`config.mk`:
```
export PLATFORM = sky130hd
export DESIGN_NAME = hit_judge
export DESIGN_NICKNAME = d
export VERILOG_FILES = /design/src/rtl/hit_judge.sv
export SDC_FILE = /design/constraint.sdc
export NUM_CORES = 1
export LEC_CHECK = 0
export CORE_AREA = 3 3 100 102
export DETAILED_ROUTE_END_ITERATION = 10
export DIE_AREA = 0 0 103 105
export PLACE_DENSITY = 0.85
export SYNTH_ARGS = -nofsm -noshare
export SYNTH_HDL_FRONTEND = slang
export SYNTH_SLANG_ARGS = --single-unit
```
`constraint.sdc`:
```
create_clock -name clk -period 18.32 [get_ports clk]
set_input_delay 2.748 -clock clk [delete_from_list [all_inputs] [get_ports clk]]
set_output_delay 2.748 -clock clk [all_outputs]
set_load 0.005 [all_outputs]
```
`src/rtl/hit_judge.sv`:
```
// Rhythm-game judge stage: debounces the red/blue buttons, grades judge-lane notes
// against the scroller offset, and keeps score, combo and max combo.
module hit_judge #(
    parameter logic [16:0] DB_CYCLES   = 17'd99999,
    parameter logic [3:0]  PERFECT_PTS = 4'd3,
    parameter logic [3:0]  GOOD_PTS    = 4'd1
) (
    input  logic        clk,
    input  logic        rst,
    input  logic [1:0]  song,
    input  logic        red_button,
    input  logic        blue_button,
    input  logic        yellow_button,
    input  logic        note_R_judge,
    input  logic        note_B_judge,
    input  logic [2:0]  offset,
    input  logic        finish,
    output logic        delete,
    output logic [13:0] score,
    output logic [7:0]  combo,
    output logic [7:0]  max_combo,
    output logic [1:0]  last_grade,
    output logic        playing
);

    typedef enum logic [1:0] {S_IDLE, S_PLAY, S_DONE} state_t;

    localparam logic [14:0] SCORE_MAX = 15'd9999;
    localparam logic [1:0]  G_MISS    = 2'd1;
    localparam logic [1:0]  G_GOOD    = 2'd2;
    localparam logic [1:0]  G_PERFECT = 2'd3;

    state_t      state_q, state_d;
    logic [1:0]  sync1_q, sync2_q;       // index 0 = red lane, 1 = blue lane
    logic [1:0]  db_q, db_d, db_prev_q;
    logic [16:0] cnt_q [2];
    logic [16:0] cnt_d [2];
    logic [1:0]  judge_prev_q, res_q, res_d;
    logic [13:0] score_q, score_d;
    logic [7:0]  combo_q, combo_d, max_q, max_d;
    logic [1:0]  grade_q, grade_d;
    logic        delete_q, delete_d, playing_q, playing_d;

    logic [1:0]  judge, press, hit, wrong, miss;
    logic [14:0] sum;
    logic [3:0]  pts;

    assign judge = {note_B_judge, note_R_judge};
    assign press = db_q & ~db_prev_q;

    // Debounced level only moves after the synchronized input disagrees for DB_CYCLES.
    always_comb begin
        for (int i = 0; i < 2; i++) begin
            db_d[i]  = db_q[i];
            cnt_d[i] = 17'd0;
            if (sync2_q[i] != db_q[i]) begin
                if (cnt_q[i] == DB_CYCLES) db_d[i] = sync2_q[i];
                else                       cnt_d[i] = cnt_q[i] + 17'd1;
            end
        end
    end

    // NOTE: every variable gets a default before the case so no path infers a latch.
    always_comb begin
        state_d  = state_q;
        score_d  = score_q;
        combo_d  = combo_q;
        max_d    = max_q;
        grade_d  = grade_q;
        delete_d = 1'b0;
        sum      = 15'd0;
        pts      = 4'd0;
        res_d    = res_q & judge;
        hit      = press & judge & ~res_q;
        wrong    = press & ~judge;
        miss     = judge_prev_q & ~judge & ~res_q;

        unique case (state_q)
            S_IDLE: begin
                if (song != 2'd0) begin
                    state_d = S_PLAY;
                    score_d = 14'd0;
                    combo_d = 8'd0;
                    max_d   = 8'd0;
                    grade_d = 2'd0;
                    res_d   = 2'b00;
                end
            end
            S_PLAY: begin
                if (finish) state_d = S_DONE;
                if (|hit) begin
                    delete_d = 1'b1;
                    // Lanes are graded in order, so a same-cycle double hit counts twice.
                    for (int i = 0; i < 2; i++) begin
                        if (hit[i]) begin
                            pts     = (offset >= 3'd2 && offset <= 3'd4) ? PERFECT_PTS : GOOD_PTS;
                            grade_d = (offset >= 3'd2 && offset <= 3'd4) ? G_PERFECT : G_GOOD;
                            sum     = 15'(score_d) + 15'(pts) + ((combo_d >= 8'd10) ? 15'd1 : 15'd0);
                            score_d = (sum > SCORE_MAX) ? SCORE_MAX[13:0] : sum[13:0];
                            if (combo_d != 8'd255) combo_d = combo_d + 8'd1;
                            if (combo_d > max_d) max_d = combo_d;
                            res_d[i] = 1'b1;
                        end
                    end
                end else if ((|wrong) || (|miss)) begin
                    combo_d = 8'd0;
                    grade_d = G_MISS;
                end
            end
            S_DONE: begin
                if (yellow_button) state_d = S_IDLE;
            end
            default: state_d = S_IDLE;
        endcase
        playing_d = (state_d == S_PLAY);
    end

    // NOTE: state uses non-blocking assignments so all flops update from the same old values.
    always_ff @(posedge clk) begin
        if (rst) begin
            state_q      <= S_IDLE;
            sync1_q      <= 2'b00;
            sync2_q      <= 2'b00;
            db_q         <= 2'b00;
            db_prev_q    <= 2'b00;
            cnt_q[0]     <= 17'd0;
            cnt_q[1]     <= 17'd0;
            judge_prev_q <= 2'b00;
            res_q        <= 2'b00;
            score_q      <= 14'd0;
            combo_q      <= 8'd0;
            max_q        <= 8'd0;
            grade_q      <= 2'd0;
            delete_q     <= 1'b0;
            playing_q    <= 1'b0;
        end else begin
            state_q      <= state_d;
            sync1_q      <= {blue_button, red_button};
            sync2_q      <= sync1_q;
            db_q         <= db_d;
            db_prev_q    <= db_q;
            cnt_q[0]     <= cnt_d[0];
            cnt_q[1]     <= cnt_d[1];
            judge_prev_q <= judge;
            res_q        <= res_d;
            score_q      <= score_d;
            combo_q      <= combo_d;
            max_q        <= max_d;
            grade_q      <= grade_d;
            delete_q     <= delete_d;
            playing_q    <= playing_d;
        end
    end

    assign delete     = delete_q;
    assign score      = score_q;
    assign combo      = combo_q;
    assign max_combo  = max_q;
    assign last_grade = grade_q;
    assign playing    = playing_q;

endmodule
```
==> results.md, run 1 <==
- The combined area of all synthesized cells is 5820 um2.
- In this run, the number of DRC markers left after iteration 0 of detailed routing was about 470.
- The top cell type by area accounts for approximately 28% of the synthesized area.
- In the final layout, the multi-input gates occupy 3940 um2.
- The time the worst path needs with I/O delays and setup is about 8.3 ns.
- The top-level port count is 47.
- The share of cells above drive strength 1 is under 10%.
- The post-detailed-route via-to-cell ratio is about 6.4.
- TritonCTS built the clock tree.
- The number of nets handed over by synthesis was 798.
- Synthesis handed over a netlist of about 760 instances.
- The half-perimeter wire length after detailed placement is 11.1 mm.
- After detailed routing, the number of remaining DRC violations is 0.
- The via count of the first global-routing pass was 5498.
- Entering global routing, the biggest net connects 48 pins.
- The flow ran to the end, and the final reports show no timing, DRC or antenna violations.
- The commonest cells after synthesis are 93 x sky130_fd_sc_hd__nor2_1, 82 x sky130_fd_sc_hd__dfxtp_1, 65 x sky130_fd_sc_hd__nand2_1.
- The core region is ~9200 um2.
- By area the synthesized netlist is led by sky130_fd_sc_hd__dfxtp_1 28%, sky130_fd_sc_hd__nor2_1 6.0%, sky130_fd_sc_hd__ha_1 5.8%.
- In this run the horizontal extent of the chip is between 100 and 150 um.
- The repair_antennas step left the layout with diodes totalling 0.
- The hold-fix buffer count after cts is 0.
- At the pin with the least slew margin, the transition time is approximately 1.3 ns.
- The number of sinks driven by the clock tree is just over 80.
- The number of inserted filler cells in the final layout is 758.
- The per-instance average area after synthesis is 7.69 um2.
- The category of the worst setup path capture point is a flop.
- The detailed-routing iteration count for the pre-antenna-repair pass is 6.
- Routability-driven placement finished with a final weighted congestion of around 0.97.
- The final worst hold slack is between 0.4 and 0.5 ns.
- The later pin in the worst-skew pair is clocked with a latency of roughly 0.36 ns.
- The proportion of synthesized flip-flops having asynchronous set or reset is 0%.
- The final max-slew violation count is 0.
- The final setup violation count is 0.
- Across the run, the number of max-cap violations was 0.
- The starting density of the core is 63.3%.
- The remaining antenna violation count is 0.
- The overall global routing resource usage is slightly below 30%.
- The post-CTS setup repair buffer count is 0.
- The most frequently used cell type in the post-synthesis netlist is sky130_fd_sc_hd__nor2_1.
- From synthesis to final layout, the design area changed by 12.2%.
- The number of antenna violations at the first check in global routing is 0.
- The detailed router placed approximately 5800 vias in this run.
- The sort of element at the start of the critical path is an input pin.
- The overall die area is roughly 11000 um2.
- The synthesized netlist contains between 70 and 80 unique library cells.
- The worst pin sits at a relative slew slack of between 10% and 20%.
- The worst clock skew on the final layout is about 0.0093 ns.
- At the worst endpoint, the required time is about 19 ns.
- The synthesized flop and latch total is 82.
- For this block, the routed nets add up to around 16 mm of wire.
- The pre-CTS setup slack is approximately 10 ns.
- At the end of the flow, the number of nets in the layout was 823.
- The worst path uses a little under half of the clock period.
- The maximum fanout count along the critical path is 11.
- The largest total area in the synthesized netlist belongs to sky130_fd_sc_hd__dfxtp_1.
- The sum of overflow across all layers after global routing is 0.
- The number of warnings reported in the yosys synthesis log is 0.
- The maximum level of the CTS H-tree is 3.
- For this run, the top clock speed supported by timing is 120 MHz.
- The worst setup path is of the in -> reg kind.
- The total count of hold-check failures in the final report came to 0.
- Clock-pin slew was measured on the worst setup and hold paths at roughly 0.1 ns.
- The maximum resistive drop on vdd is about 0.000042 V.
- The type of the most critical hold path is reg -> reg.
- The count of input and output buffers is 46.
- In this run the power density over the cells is about 50 nW/um2.
- The area occupied by registers is 1640 um2.
- Across all setup checks in the final design, the least slack found is roughly 10 ns.
- The root buffer cell is sky130_fd_sc_hd__clkbuf_8.
- In this run the static leakage power is between 2 and 2.5 nW.
- After detailed routing, the average wire length per cell comes to ~17 um.
- The post-cts sizing count is 0.
- Measured along the y axis, the die boundary spans ~110 um.
- Setup repair after global routing left no endpoint under its margin.
- The data arrival at the endpoint of the critical path is about 8.5 ns.
- The number of placement rows is 35.
- Counting along the longest clock path gives a buffer depth of 2.
- For the final routed database, the setup TNS stands at 0 ns.
- The number of synthesized flops with an enable pin is 0.
- In this run, CTS created clock tree buffers numbering 9.
- The first global-routing pass estimated approximately 26 mm of wire.
- Sequential cells were found to cover 28.2% of the synthesized design area.
- The most used flip-flop cell after synthesis is sky130_fd_sc_hd__dfxtp_1.
-- cell usage in the layout, fill, tap and decap left out, types with 6 or more instances in the layout --
| master | synthesis | layout |
|---|---|---|
| sky130_fd_sc_hd__and2_1 | 9 | 9 |
| sky130_fd_sc_hd__or3_1 | 9 | 9 |
| sky130_fd_sc_hd__dfxtp_1 | 82 | 82 |
| sky130_fd_sc_hd__nor3_1 | 12 | 12 |
| sky130_fd_sc_hd__a31oi_1 | 13 | 13 |
| sky130_fd_sc_hd__a22oi_1 | 8 | 8 |
| sky130_fd_sc_hd__nor2b_1 | 15 | 15 |
| sky130_fd_sc_hd__xnor2_1 | 20 | 20 |
| sky130_fd_sc_hd__nand3b_1 | 6 | 6 |
| sky130_fd_sc_hd__nand4_1 | 8 | 8 |
| sky130_fd_sc_hd__nand2b_1 | 9 | 9 |
| sky130_fd_sc_hd__o211ai_1 | 11 | 11 |
| sky130_fd_sc_hd__inv_1 | 24 | 24 |
| sky130_fd_sc_hd__xor2_1 | 34 | 34 |
| sky130_fd_sc_hd__buf_4 | 0 | 9 |
| sky130_fd_sc_hd__and3_1 | 12 | 12 |
| sky130_fd_sc_hd__a211oi_1 | 8 | 8 |
| sky130_fd_sc_hd__nor2_1 | 93 | 93 |
| sky130_fd_sc_hd__ha_1 | 27 | 27 |
| sky130_fd_sc_hd__a21oi_1 | 64 | 64 |
| sky130_fd_sc_hd__clkbuf_8 | 0 | 9 |
| sky130_fd_sc_hd__nand3_1 | 48 | 48 |
| sky130_fd_sc_hd__o21ai_0 | 31 | 31 |
| sky130_fd_sc_hd__mux2i_1 | 17 | 17 |
| sky130_fd_sc_hd__clkdlybuf4s50_1 | 0 | 45 |
| sky130_fd_sc_hd__nand2_1 | 65 | 65 |
-- path summary, 6_finish.rpt --
path | cells after the start | slack [ns] | to | startpoint
worst max-delay path | 20 | 10.01 | score[0] | offset[1]
worst min-delay path | 1 | 0.45 | sync2_q[0] | sync1_q[0]
worst max register to register | 21 | 11.77 | score[0] | combo[0]
worst min register to register | 1 | 0.45 | sync2_q[0] | sync1_q[0]
-- cells by family (layout without fill, tap and decap cells) --
group | after synthesis | after routing | synth area share (%)
AOI/OAI and AO/OA | 192 | 192 | 22.3
xor gates and xnor gates | 54 | 54 | 8.13
adders and majority gates | 29 | 29 | 6.50
buffers and inverters | 65 | 95 | 4.45
DFF | 82 | 82 | 28.2
muxes | 21 | 21 | 3.70
and+or+nand+nor | 313 | 313 | 26.7
-- per-layer routing --
metal	global-route usage (%)	up-vias	wire length, um
li1	-	2785	-
met1	38.0	2709	6530
met2	48.1	241	7570
met3	4.47	43	1100
met4	10.6	0	401
met5	0	-	0
-- sequential cells by signal, indices dropped and copies added (netlist names) --
name          flops
sync1_q           2
delete            1
sync2_q           2
last_grade        2
playing           1
cnt_q            34
score            14
combo             8
db_q              2
state_q           2
res_q             2
judge_prev_q      2
db_prev_q         2
max_combo         8
-- worst max-delay path: stages --
cell	delay, ns
sky130_fd_sc_hd__clkdlybuf4s50_1	0.43
sky130_fd_sc_hd__nor2_1	0.11
sky130_fd_sc_hd__mux2_2	0.22
sky130_fd_sc_hd__inv_1	0.07
sky130_fd_sc_hd__fa_1	0.55
sky130_fd_sc_hd__nand3b_1	0.32
sky130_fd_sc_hd__or3_1	0.38
sky130_fd_sc_hd__a211oi_2	0.24
sky130_fd_sc_hd__o211ai_1	0.19
sky130_fd_sc_hd__a21o_1	0.31
sky130_fd_sc_hd__a31oi_1	0.36
sky130_fd_sc_hd__ha_1	0.23
sky130_fd_sc_hd__a21o_1	0.15
sky130_fd_sc_hd__o2111ai_2	0.18
sky130_fd_sc_hd__or4_4	0.59
sky130_fd_sc_hd__or3_4	0.43
sky130_fd_sc_hd__o31ai_4	0.24
sky130_fd_sc_hd__o31ai_2	0.18
sky130_fd_sc_hd__a211oi_4	0.43
sky130_fd_sc_hd__a311oi_1	0.15
-- stage by stage --
| step | instance area [um2] | instances | util, % | power, W |
|---|---|---|---|---|
| final | 6520 | 897 | 70.9 | 0.000327 |
| after global routing | 6520 | 897 | 70.9 | 0.000337 |
| after floorplan | 5820 | 756 | - | 0.000193 |
| after global placement | 6330 | 881 | 68.9 | 0.000200 |
| after CTS | 6520 | 897 | 70.9 | 0.000327 |
| after detailed placement | 6330 | 881 | 68.9 | 0.000200 |
-- final cells by class --
cell class                      count  area share (%)
Tap cell                          111            2.13
Clock buffer                        9            1.90
Inverter                           24            1.38
Multi-Input combinational cell    609            60.4
Clock inverter                      7            1.02
Timing Repair Buffer               55            8.02
Sequential cell                    82            25.2
-- power by group --
group	switching (W)	internal (W)
registers	0.000000785	0.000180
logic	0.0000100	0.00000618
clock network	0.0000770	0.0000531
No activity file was read; power rests on OpenSTA's default activity.
==> inputs of run 2 (changes only) <==
CORE_AREA = 3 3 108 110   (was 3 3 100 102)
DIE_AREA = 0 0 111 113   (was 0 0 103 105)
PLACE_DENSITY = 0.77   (was 0.85)
clock period = 6.7 ns   (was 18.32 ns; I/O delays follow)
==> run 2 against run 1 <==
Count of clock-buffer cells in the layout did not move. Non-clock buffer count rose by 9. Sequential power rose to 2.7 times the previous value. Global-route usage fell by 4.1 points. Via count fell by 1.6%. Combinational power rose to 2.7 times the previous value. Sequential share of layout area fell by 0.37 points. Routed wire length barely moved. Critical path depth did not move.
==> results.md, run 2 (synthesis gave the netlist of run 1 again) <==
- The register bank with the most flops is cnt_q.
- The post-detailed-route via-to-cell ratio is 6.08 (-5.6%).
- The pin slew with the least headroom to its limit is 1.24 ns (-0.0255 ns).
- The final worst-path setup slack was 0.509 ns (-9.50 ns).
- The number of flip-flops in the largest register came to 34 (unchanged).
- The hold-fix buffer count after cts is 0 (unchanged).
- The floorplan die width came to 111 um (+7.8%).
- The internal power summed over all cells is 0.000648 W (+170%).
- The maximum resistive drop on vdd is 0.000159 V (+280%).
- STA classifies the critical path startpoint as an input pin.
- The remaining design rule violation count came to 0 (unchanged).
- The post-CTS setup repair buffer count is 0 (unchanged).
- The total wire length was 15.6 mm (about the same).
- The number of nets in the layout came to 832 (+1.1%).
- The number of antenna violations at the first check in global routing is 0 (unchanged).
- The post-cts sizing count was 0 (unchanged).
- The number of sinks driven by the clock tree was 82 (unchanged).
- The data arrival at the endpoint of the critical path is 6.38 ns (-2.13 ns).
- The critical-path cell with the highest stage delay is sky130_fd_sc_hd__or4_4.
- The violation count after the first detailed-route iteration came to 416 (-11%).
- The count of buffering cells on the critical path with inverters included was 2 (unchanged).
- The type of the worst setup path is in -> reg.
- The overall die area is 12500 um2 (+16%).
- The routability congestion estimate from global placement is 0.955 (-1.4%).
- The number of placement rows is 38 (+8.6%).
- The count of input and output buffers is 46 (unchanged).
- In the layout the commonest cells are 93 x sky130_fd_sc_hd__nor2_1, 82 x sky130_fd_sc_hd__dfxtp_1, 65 x sky130_fd_sc_hd__nand2_1, 64 x sky130_fd_sc_hd__a21oi_1, 48 x sky130_fd_sc_hd__nand3_1.
- The cell leakage power was 2.40 nW (+1.6%).
- The floorplan die height is 113 um (+7.6%).
- TritonCTS built the clock tree.
- The worst path needs about 6.2 ns of the cycle, external delays included.
- The setup TNS was 0 ns (unchanged).
- The cell area power density came to 132 nW/um2 (+160%).
- The clock-pin transition on the worst setup and hold timing paths is 0.10 ns (about the same).
- The root buffer cell is sky130_fd_sc_hd__clkbuf_8.
- The stage delay of the slowest cell on the critical path came to 0.57 ns (-0.02 ns).
- The net switching power figure came to 0.000228 W (+160%).
- The maximum fanout count along the critical path came to 7 (-4).
- The remaining antenna violation count is 0 (unchanged).
- The final critical path takes up approximately 92% of the cycle.
- The total instance count after detailed placement is 919 (+4.3%).
- The sequential power share is 56.2% (+1.0 points).
- The post-layout utilization of the core is 61.3% (-9.6 points).
- The sum of overflow across all layers after global routing is 0 (unchanged).
- The half-perimeter wire length after detailed placement is 11.4 mm (+2.6%).
- The top-level port count is 47 (unchanged).
- The proportion of power drawn by the clock network is 38.7% (-1.1 points).
- The net switching fraction of the power is 26.1% (-0.84 points).
- The first-pass GRT wire length is 26.3 mm (+1.3%).
- The number of buffers between clock root and the deepest sink is 2 (unchanged).
- The final cell count without fillers is 935 (+4.2%).
- The data required time of the critical path is 6.89 ns (-11.64 ns).
- From synthesis to final layout, the design area changed by 13.8%.
- The share of cells above drive strength 1 is 7.42% (+1.1 points).
- The worst setup path is captured at a flop.
- The antenna diode count is 0 (unchanged).
- The number of vias in the routed layout came to 5683 (-1.6%).
- The starting density of the core is 53.9% (-9.4 points).
- The largest net degree at the start of global routing is 48 (unchanged).
- The clock network latency to the later pin of the worst-skew pair is 0.36 ns (about the same).
- The total count of hold-check failures in the final report was 0 (unchanged).
- The pre-CTS setup slack was 0.199 ns (-9.51 ns).
- The routed length per placed instance is 16.7 um (-4.0%).
- The via count of the first global-routing pass is 5444 (-0.98%).
- The maximum level of the CTS H-tree came to 3 (unchanged).
- The achievable clock frequency is between 150 and 200 MHz.
- The final setup violation count is 0 (unchanged).
- The max-capacitance violation count is 0 (unchanged).
- The combinational share of power is 5.1% (about the same).
- The type of the most critical hold path is reg -> reg.
- The signal on the critical path passes through clkdlybuf4s50_1, mux2_2, ha_1, nor2b_1, o2111ai_2, o22ai_1, o211ai_1, a21o_1, a21oi_1, a21oi_1, ha_1, inv_1, a21o_1, o2111ai_2, or4_4, or3_4, o31ai_4, o31ai_2, a211oi_4, a221oi_1.
- The area of the core region came to 10800 um2 (+17%).
- The run finished with clean final reports.
- Setup repair after global routing left no endpoint under its margin.
- The overall global routing resource usage was 25.1% (-4.1 points).
- Leaving out fill and tap cells, the most frequent cell in the layout is sky130_fd_sc_hd__nor2_1.
- The worst clock skew on the final layout was 0.0141 ns (+0.00487 ns).
- The relative slew slack is 16.6% (+1.7 points).
- The number of CTS-inserted buffers is 9 (unchanged).
- Broken down by cell family, the worst path's largest delay share belongs to compound AO/OA/AOI/OAI gates.
- The detailed-routing iteration count for the pre-antenna-repair pass is 5 (-1).
- The final max-slew violation count is 0 (unchanged).
[run 2: cell count changes in the layout (fill, tap and decap cells not counted)]
| cell | previous run | this run |
|---|---|---|
| sky130_fd_sc_hd__clkinv_4 | 0 | 1 |
| sky130_fd_sc_hd__inv_8 | 3 | 0 |
| sky130_fd_sc_hd__buf_4 | 9 | 18 |
| sky130_fd_sc_hd__inv_6 | 2 | 4 |
[run 2: stage by stage]
stage | cell area [um2] | total power (W) | hold WS [ns]
after floorplan | 5820 | 0.000529 | 0.414
after global placement | 6440 | 0.000548 | 0.436
after detailed placement | 6440 | 0.000548 | 0.444
after CTS | 6620 | 0.000885 | 0.454
after global routing | 6620 | 0.000912 | 0.469
final | 6620 | 0.000877 | 0.446
[run 2: layer usage]
| layer | GRT usage [%] | vias to the layer above | share of wire, % |
|---|---|---|---|
| li1 | - | 2797 | - |
| met1 | 31.8 | 2657 | 43 |
| met2 | 42.6 | 197 | 48 |
| met3 | 4.06 | 32 | 6.3 |
| met4 | 10.1 | 0 | 2.3 |
| met5 | 0 | - | 0 |
[run 2: worst register-to-register path, cell delays in order, from the launching register on]
cell	delay, ns
sky130_fd_sc_hd__dfxtp_1	0.45
sky130_fd_sc_hd__inv_1	0.10
sky130_fd_sc_hd__ha_1	0.19
sky130_fd_sc_hd__or3_1	0.30
sky130_fd_sc_hd__a21oi_1	0.34
sky130_fd_sc_hd__ha_1	0.25
sky130_fd_sc_hd__fa_1	0.27
sky130_fd_sc_hd__and3b_1	0.26
sky130_fd_sc_hd__and4_1	0.22
sky130_fd_sc_hd__o21ai_0	0.24
sky130_fd_sc_hd__o211ai_1	0.21
sky130_fd_sc_hd__a21o_1	0.24
sky130_fd_sc_hd__a21oi_1	0.15
sky130_fd_sc_hd__a21oi_1	0.07
sky130_fd_sc_hd__ha_1	0.20
sky130_fd_sc_hd__inv_1	0.11
sky130_fd_sc_hd__a21o_1	0.17
sky130_fd_sc_hd__o2111ai_2	0.14
sky130_fd_sc_hd__or4_4	0.57
sky130_fd_sc_hd__or3_4	0.43
sky130_fd_sc_hd__o31ai_4	0.23
sky130_fd_sc_hd__o31ai_2	0.16
sky130_fd_sc_hd__a211oi_4	0.43
sky130_fd_sc_hd__a221oi_1	0.14
[run 2: final timing paths]
kind	start	slack, ns	end	depth (start not counted)
worst min-delay path	sync1_q[0]	0.45	sync2_q[0]	1
worst min register to register	sync1_q[0]	0.45	sync2_q[0]	1
worst max register to register	combo[0]	0.66	score[9]	23
worst max-delay path	offset[2]	0.51	score[9]	20
[run 2: final cells by class]
| cell class | count | area (um2) |
|---|---|---|
| Clock buffer | 9 | 124 |
| Clock inverter | 7 | 58.8 |
| Fill cell | 996 | 4170 |
| Inverter | 24 | 90.1 |
| Multi-Input combinational cell | 609 | 3940 |
| Sequential cell | 82 | 1640 |
| Tap cell | 140 | 175 |
| Timing Repair Buffer | 64 | 591 |
[run 2: power by group through the flow]
stage / sequential (W) / combinational [W] / clock (W)
5_1_grt: 0.000494 / 0.0000487 / 0.000369
4_1_cts: 0.000493 / 0.0000441 / 0.000348
3_5_place_dp: 0.000504 / 0.0000436 / 0
2_1_floorplan: 0.000504 / 0.0000250 / 0
3_3_place_gp: 0.000504 / 0.0000435 / 0
6_report: 0.000493 / 0.0000443 / 0.000340
==> inputs of run 3 (changes only) <==
ABC_AREA = 1   (was default)
CAP_MARGIN = 20   (was default)
CORE_AREA = 3 3 109 111   (was 3 3 108 110)
DIE_AREA = 0 0 112 114   (was 0 0 111 113)
==> run 3 against run 2 <==
Setup slack improved by 0.53 ns. Routed wire length down 10%. Area after synthesis up 1.6%. Critical path depth rose by 8. Power grew 4.2%. Sequential power hardly changed. Largest cell class unchanged. Highest routed layer unchanged.
==> results.md, run 3 <==
- The largest net degree at the start of global routing was 49 (+2.1%).
- The post-detailed-route via-to-cell ratio is 5.24 (-14%).
- Counting instances in the post-synthesis netlist gives the leading cell types as 216 x sky130_fd_sc_hd__nand2_1, 128 x sky130_fd_sc_hd__inv_1, 116 x sky130_fd_sc_hd__nor2_1.
- The area growth from synthesis to layout is 13.1%.
- The total count of hold-check failures in the final report came to 0 (unchanged).
- The worst setup path is launched from an input pin.
- Leaving out fill and tap cells, the most frequent cell in the layout is sky130_fd_sc_hd__nand2_1.
- The placement-stage cell area came to 6480 um2 (+0.66%).
- The cell leakage power came to 2.72 nW (+13%).
- The number of library cell types mapped by synthesis is 52 (-27%).
- The number of antenna violations at the first check in global routing is 0 (unchanged).
- The most frequently used cell type in the post-synthesis netlist is sky130_fd_sc_hd__nand2_1.
- The number of vias in the routed layout is 5822 (+2.4%).
- The antenna diode count is 0 (unchanged).
- The via count of the first global-routing pass was 5240 (-3.7%).
- The number of nets in the layout is 1009 (+21%).
- The launch point of the critical path is offset[1].
- The first-pass GRT wire length came to 23.8 mm (-9.8%).
- The final max-slew violation count came to 0 (unchanged).
- The data required time of the critical path is 6.92 ns (+0.03 ns).
- The total met2 wirelength after detailed routing came to 6.31 mm (-16%).
- The sequential share of the synthesized area is 27.8% (-0.45 points).
- The routed length per placed instance is 12.6 um (-25%).
- The data arrival at the endpoint of the critical path is 5.88 ns (-0.50 ns).
- The number of placement rows is 38 (unchanged).
- The number of synthesized flops with an enable pin is 0 (unchanged).
- The final worst-path setup slack is 1.04 ns (+0.533 ns).
- The pre-CTS setup slack is 0.705 ns (+0.505 ns).
- The category of the worst setup path capture point is a flop.
- The starting density of the core is 54.3% (+0.39 points).
- The area of the core region is 10900 um2 (+0.88%).
- The sum of overflow across all layers after global routing is 0 (unchanged).
- The per-instance average area after synthesis is 6.36 um2 (-17%).
- The remaining antenna violation count is 0 (unchanged).
- The floorplan die height is 114 um (+0.88%).
- The library cell occupying the most area in the post-synthesis netlist is sky130_fd_sc_hd__dfxtp_1.
- The number of sinks driven by the clock tree came to 82 (unchanged).
- The pin slew with the least headroom to its limit is 0.956 ns (-0.287 ns).
- The detailed-routing iteration count for the pre-antenna-repair pass is 6 (+1).
- The type of the most critical hold path is reg -> reg.
- The overall power of the completed layout is 0.000914 W (+4.2%).
- The achievable clock frequency is 177 MHz (+9.4%).
- The maximum resistive drop on vdd was 0.000111 V (-30%).
- The final setup violation count is 0 (unchanged).
- The number of flip-flops in the largest register is 34 (unchanged).
- The half-perimeter wire length after detailed placement came to 10.3 mm (-9.4%).
- The worst clock skew on the final layout is 0.00947 ns (-0.00465 ns).
- The combined area of all synthesized cells was 5910 um2 (+1.6%).
- The portion of the clock cycle consumed by the worst path in the final layout is 84.4% (-8.0 points).
- The type of the worst setup path is in -> reg.
- The total wire length is 14.0 mm (-10%).
- The remaining design rule violation count is 0 (unchanged).
- TritonCTS built the clock tree.
- The number of warnings reported in the yosys synthesis log came to 0 (unchanged).
- Setup repair after global routing left no endpoint under its margin.
- The setup TNS is 0 ns (unchanged).
- The wire length the detailed router placed on met1 is 6.77 mm (about the same).
- The highest metal layer with signal wires is met4.
- The clock-pin transition on the worst setup and hold timing paths is 0.08 ns (-0.02 ns).
- The top-area cell type share of the netlist area is 27.8% (-0.45 points).
- The top-level port count came to 47 (unchanged).
- The maximum level of the CTS H-tree came to 3 (unchanged).
- The flow ran to the end, and the final reports show no timing, DRC or antenna violations.
- The time the worst path needs with I/O delays and setup came to 5.66 ns (-0.533 ns).
- The synthesized instance count is 930 (+23%).
- In this run the critical register-to-register path is launched from combo[0].
- The overall global routing resource usage came to 22.3% (-2.8 points).
- The count of input and output buffers is 46 (unchanged).
- The register bank with the most flops is cnt_q.
- The clock network latency to the later pin of the worst-skew pair is 0.38 ns (+0.02 ns).
- The overall die area is 12800 um2 (+1.8%).
- Leaving out fill and tap cells, the most frequent cells in the layout are 216 x sky130_fd_sc_hd__nand2_1, 128 x sky130_fd_sc_hd__inv_1, 116 x sky130_fd_sc_hd__nor2_1, 82 x sky130_fd_sc_hd__dfxtp_1, 70 x sky130_fd_sc_hd__a21oi_1.
- In the synthesized netlist the dominant register cell turns out to be sky130_fd_sc_hd__dfxtp_1.
- The number of CTS-inserted buffers is 9 (unchanged).
- The final design area excluding fillers is 6680 um2 (+0.96%).
- The synthesized flop and latch total is 82 (unchanged).
- The hold-fix buffer count after cts is 0 (unchanged).
- The number of nets produced by synthesis was 972 (+22%).
- The maximum fanout count along the critical path is 13 (+6).
- The routability congestion estimate from global placement is 0.954 (-0.15%).
- The share of cells above drive strength 1 came to 8.23% (+0.81 points).
- The relative slew slack is 36.3% (+20 points).
- The max-capacitance violation count was 0 (unchanged).
- The origin of the worst min-delay path is sync1_q[1].
- The post-cts sizing count came to 0 (unchanged).
- The violation count after the first detailed-route iteration is 377 (-9.4%).
- The floorplan die width was 112 um (+0.90%).
- The number of buffers between clock root and the deepest sink is 2 (unchanged).
- After synthesis, the cell types taking the most area are sky130_fd_sc_hd__dfxtp_1 28%, sky130_fd_sc_hd__nand2_1 14%, sky130_fd_sc_hd__inv_1 8.1%.
- The cell area power density is 137 nW/um2 (+3.2%).
- The post-CTS setup repair buffer count came to 0 (unchanged).
- The met3 wire length was 633 um (-36%).
- The root buffer cell is sky130_fd_sc_hd__clkbuf_8.
- The proportion of synthesized flip-flops having asynchronous set or reset came to 0% (unchanged).
[run 3: changes by cell type after synthesis, sizes merged, moves of 14 or more]
| cell | before | now |
|---|---|---|
| nand2 | 65 | 234 |
| inv | 24 | 132 |
| nor2 | 93 | 127 |
| xor2 | 34 | 15 |
| mux2i | 17 | 0 |
| o21ai | 33 | 49 |
| xnor2 | 20 | 4 |
| nor2b | 15 | 0 |
| clkbuf | 34 | 20 |
[run 3: path summary, 6_finish.rpt]
kind / slack (ns) / cells past startpoint / end
setup reg to reg: 1.08 / 32 / score[2]
hold reg to reg: 0.41 / 2 / sync2_q[1]
hold / removal: 0.41 / 2 / sync2_q[1]
setup / recovery: 1.04 / 28 / score[2]
[run 3: final cells by class]
type / count / area [um2]
Inverter: 135 / 507
Multi-Input combinational cell: 686 / 3650
Sequential cell: 82 / 1640
Fill cell: 1072 / 4200
Timing Repair Buffer: 53 / 508
Clock buffer: 11 / 141
Clock inverter: 5 / 62.6
Tap cell: 140 / 175
[run 3: through the flow]
stage	hold slack [ns]	util [%]	instances
floorplan	0.388	-	930
global placement	0.393	59.5	1096
detailed placement	0.405	59.5	1096
CTS	0.421	61.4	1112
global route	0.435	61.4	1112
finish	0.414	61.4	1112
[run 3: worst max-delay path: stages]
cell	delay (ns)
sky130_fd_sc_hd__clkdlybuf4s50_1	0.48
sky130_fd_sc_hd__nor3_1	0.05
sky130_fd_sc_hd__a21oi_1	0.28
sky130_fd_sc_hd__inv_1	0.20
sky130_fd_sc_hd__ha_1	0.34
sky130_fd_sc_hd__nand3_1	0.09
sky130_fd_sc_hd__nand2_2	0.17
sky130_fd_sc_hd__nand2_1	0.08
sky130_fd_sc_hd__xor2_1	0.22
sky130_fd_sc_hd__nand2_1	0.08
sky130_fd_sc_hd__nor2_1	0.09
sky130_fd_sc_hd__nand3_1	0.09
sky130_fd_sc_hd__nand2_2	0.29
sky130_fd_sc_hd__nand3_1	0.12
sky130_fd_sc_hd__o21ai_0	0.13
sky130_fd_sc_hd__ha_1	0.18
sky130_fd_sc_hd__inv_1	0.06
sky130_fd_sc_hd__fa_1	0.49
sky130_fd_sc_hd__inv_1	0.05
sky130_fd_sc_hd__or2_2	0.26
sky130_fd_sc_hd__nor2_1	0.10
sky130_fd_sc_hd__nand2_1	0.07
sky130_fd_sc_hd__nor4_1	0.30
sky130_fd_sc_hd__nand3b_1	0.12
sky130_fd_sc_hd__nand2_2	0.24
sky130_fd_sc_hd__nand3_1	0.12
sky130_fd_sc_hd__nand2_1	0.08
sky130_fd_sc_hd__a21oi_1	0.06
[run 3: cells by family (layout without fill, tap and decap cells)]
kind of cell | count (synthesis) | in the layout | synth area share (%)
adder cells (fa/ha/maj) | 29 | 29 | 6.39
AND/OR/NAND/NOR | 479 | 479 | 36.2
XOR/XNOR | 19 | 19 | 2.94
AO/OA/AOI/OAI | 159 | 159 | 16.0
buffers and inverters | 162 | 204 | 10.7
flip-flops | 82 | 82 | 27.8
[run 3: power by group]
group | internal, W | leakage (nW) | switching, W
Combinational | 0.0000156 | 1.97 | 0.0000280
Sequential | 0.000491 | 0.663 | 0.00000177
Clock | 0.000184 | 0.0962 | 0.000193
[run 3: routing by layer]
metal / global-route usage (%) / vias up
met1: 30.0 / 2585
met5: 0 / -
li1: - / 3080
met3: 2.65 / 20
met2: 37.0 / 137
met4: 7.93 / 0
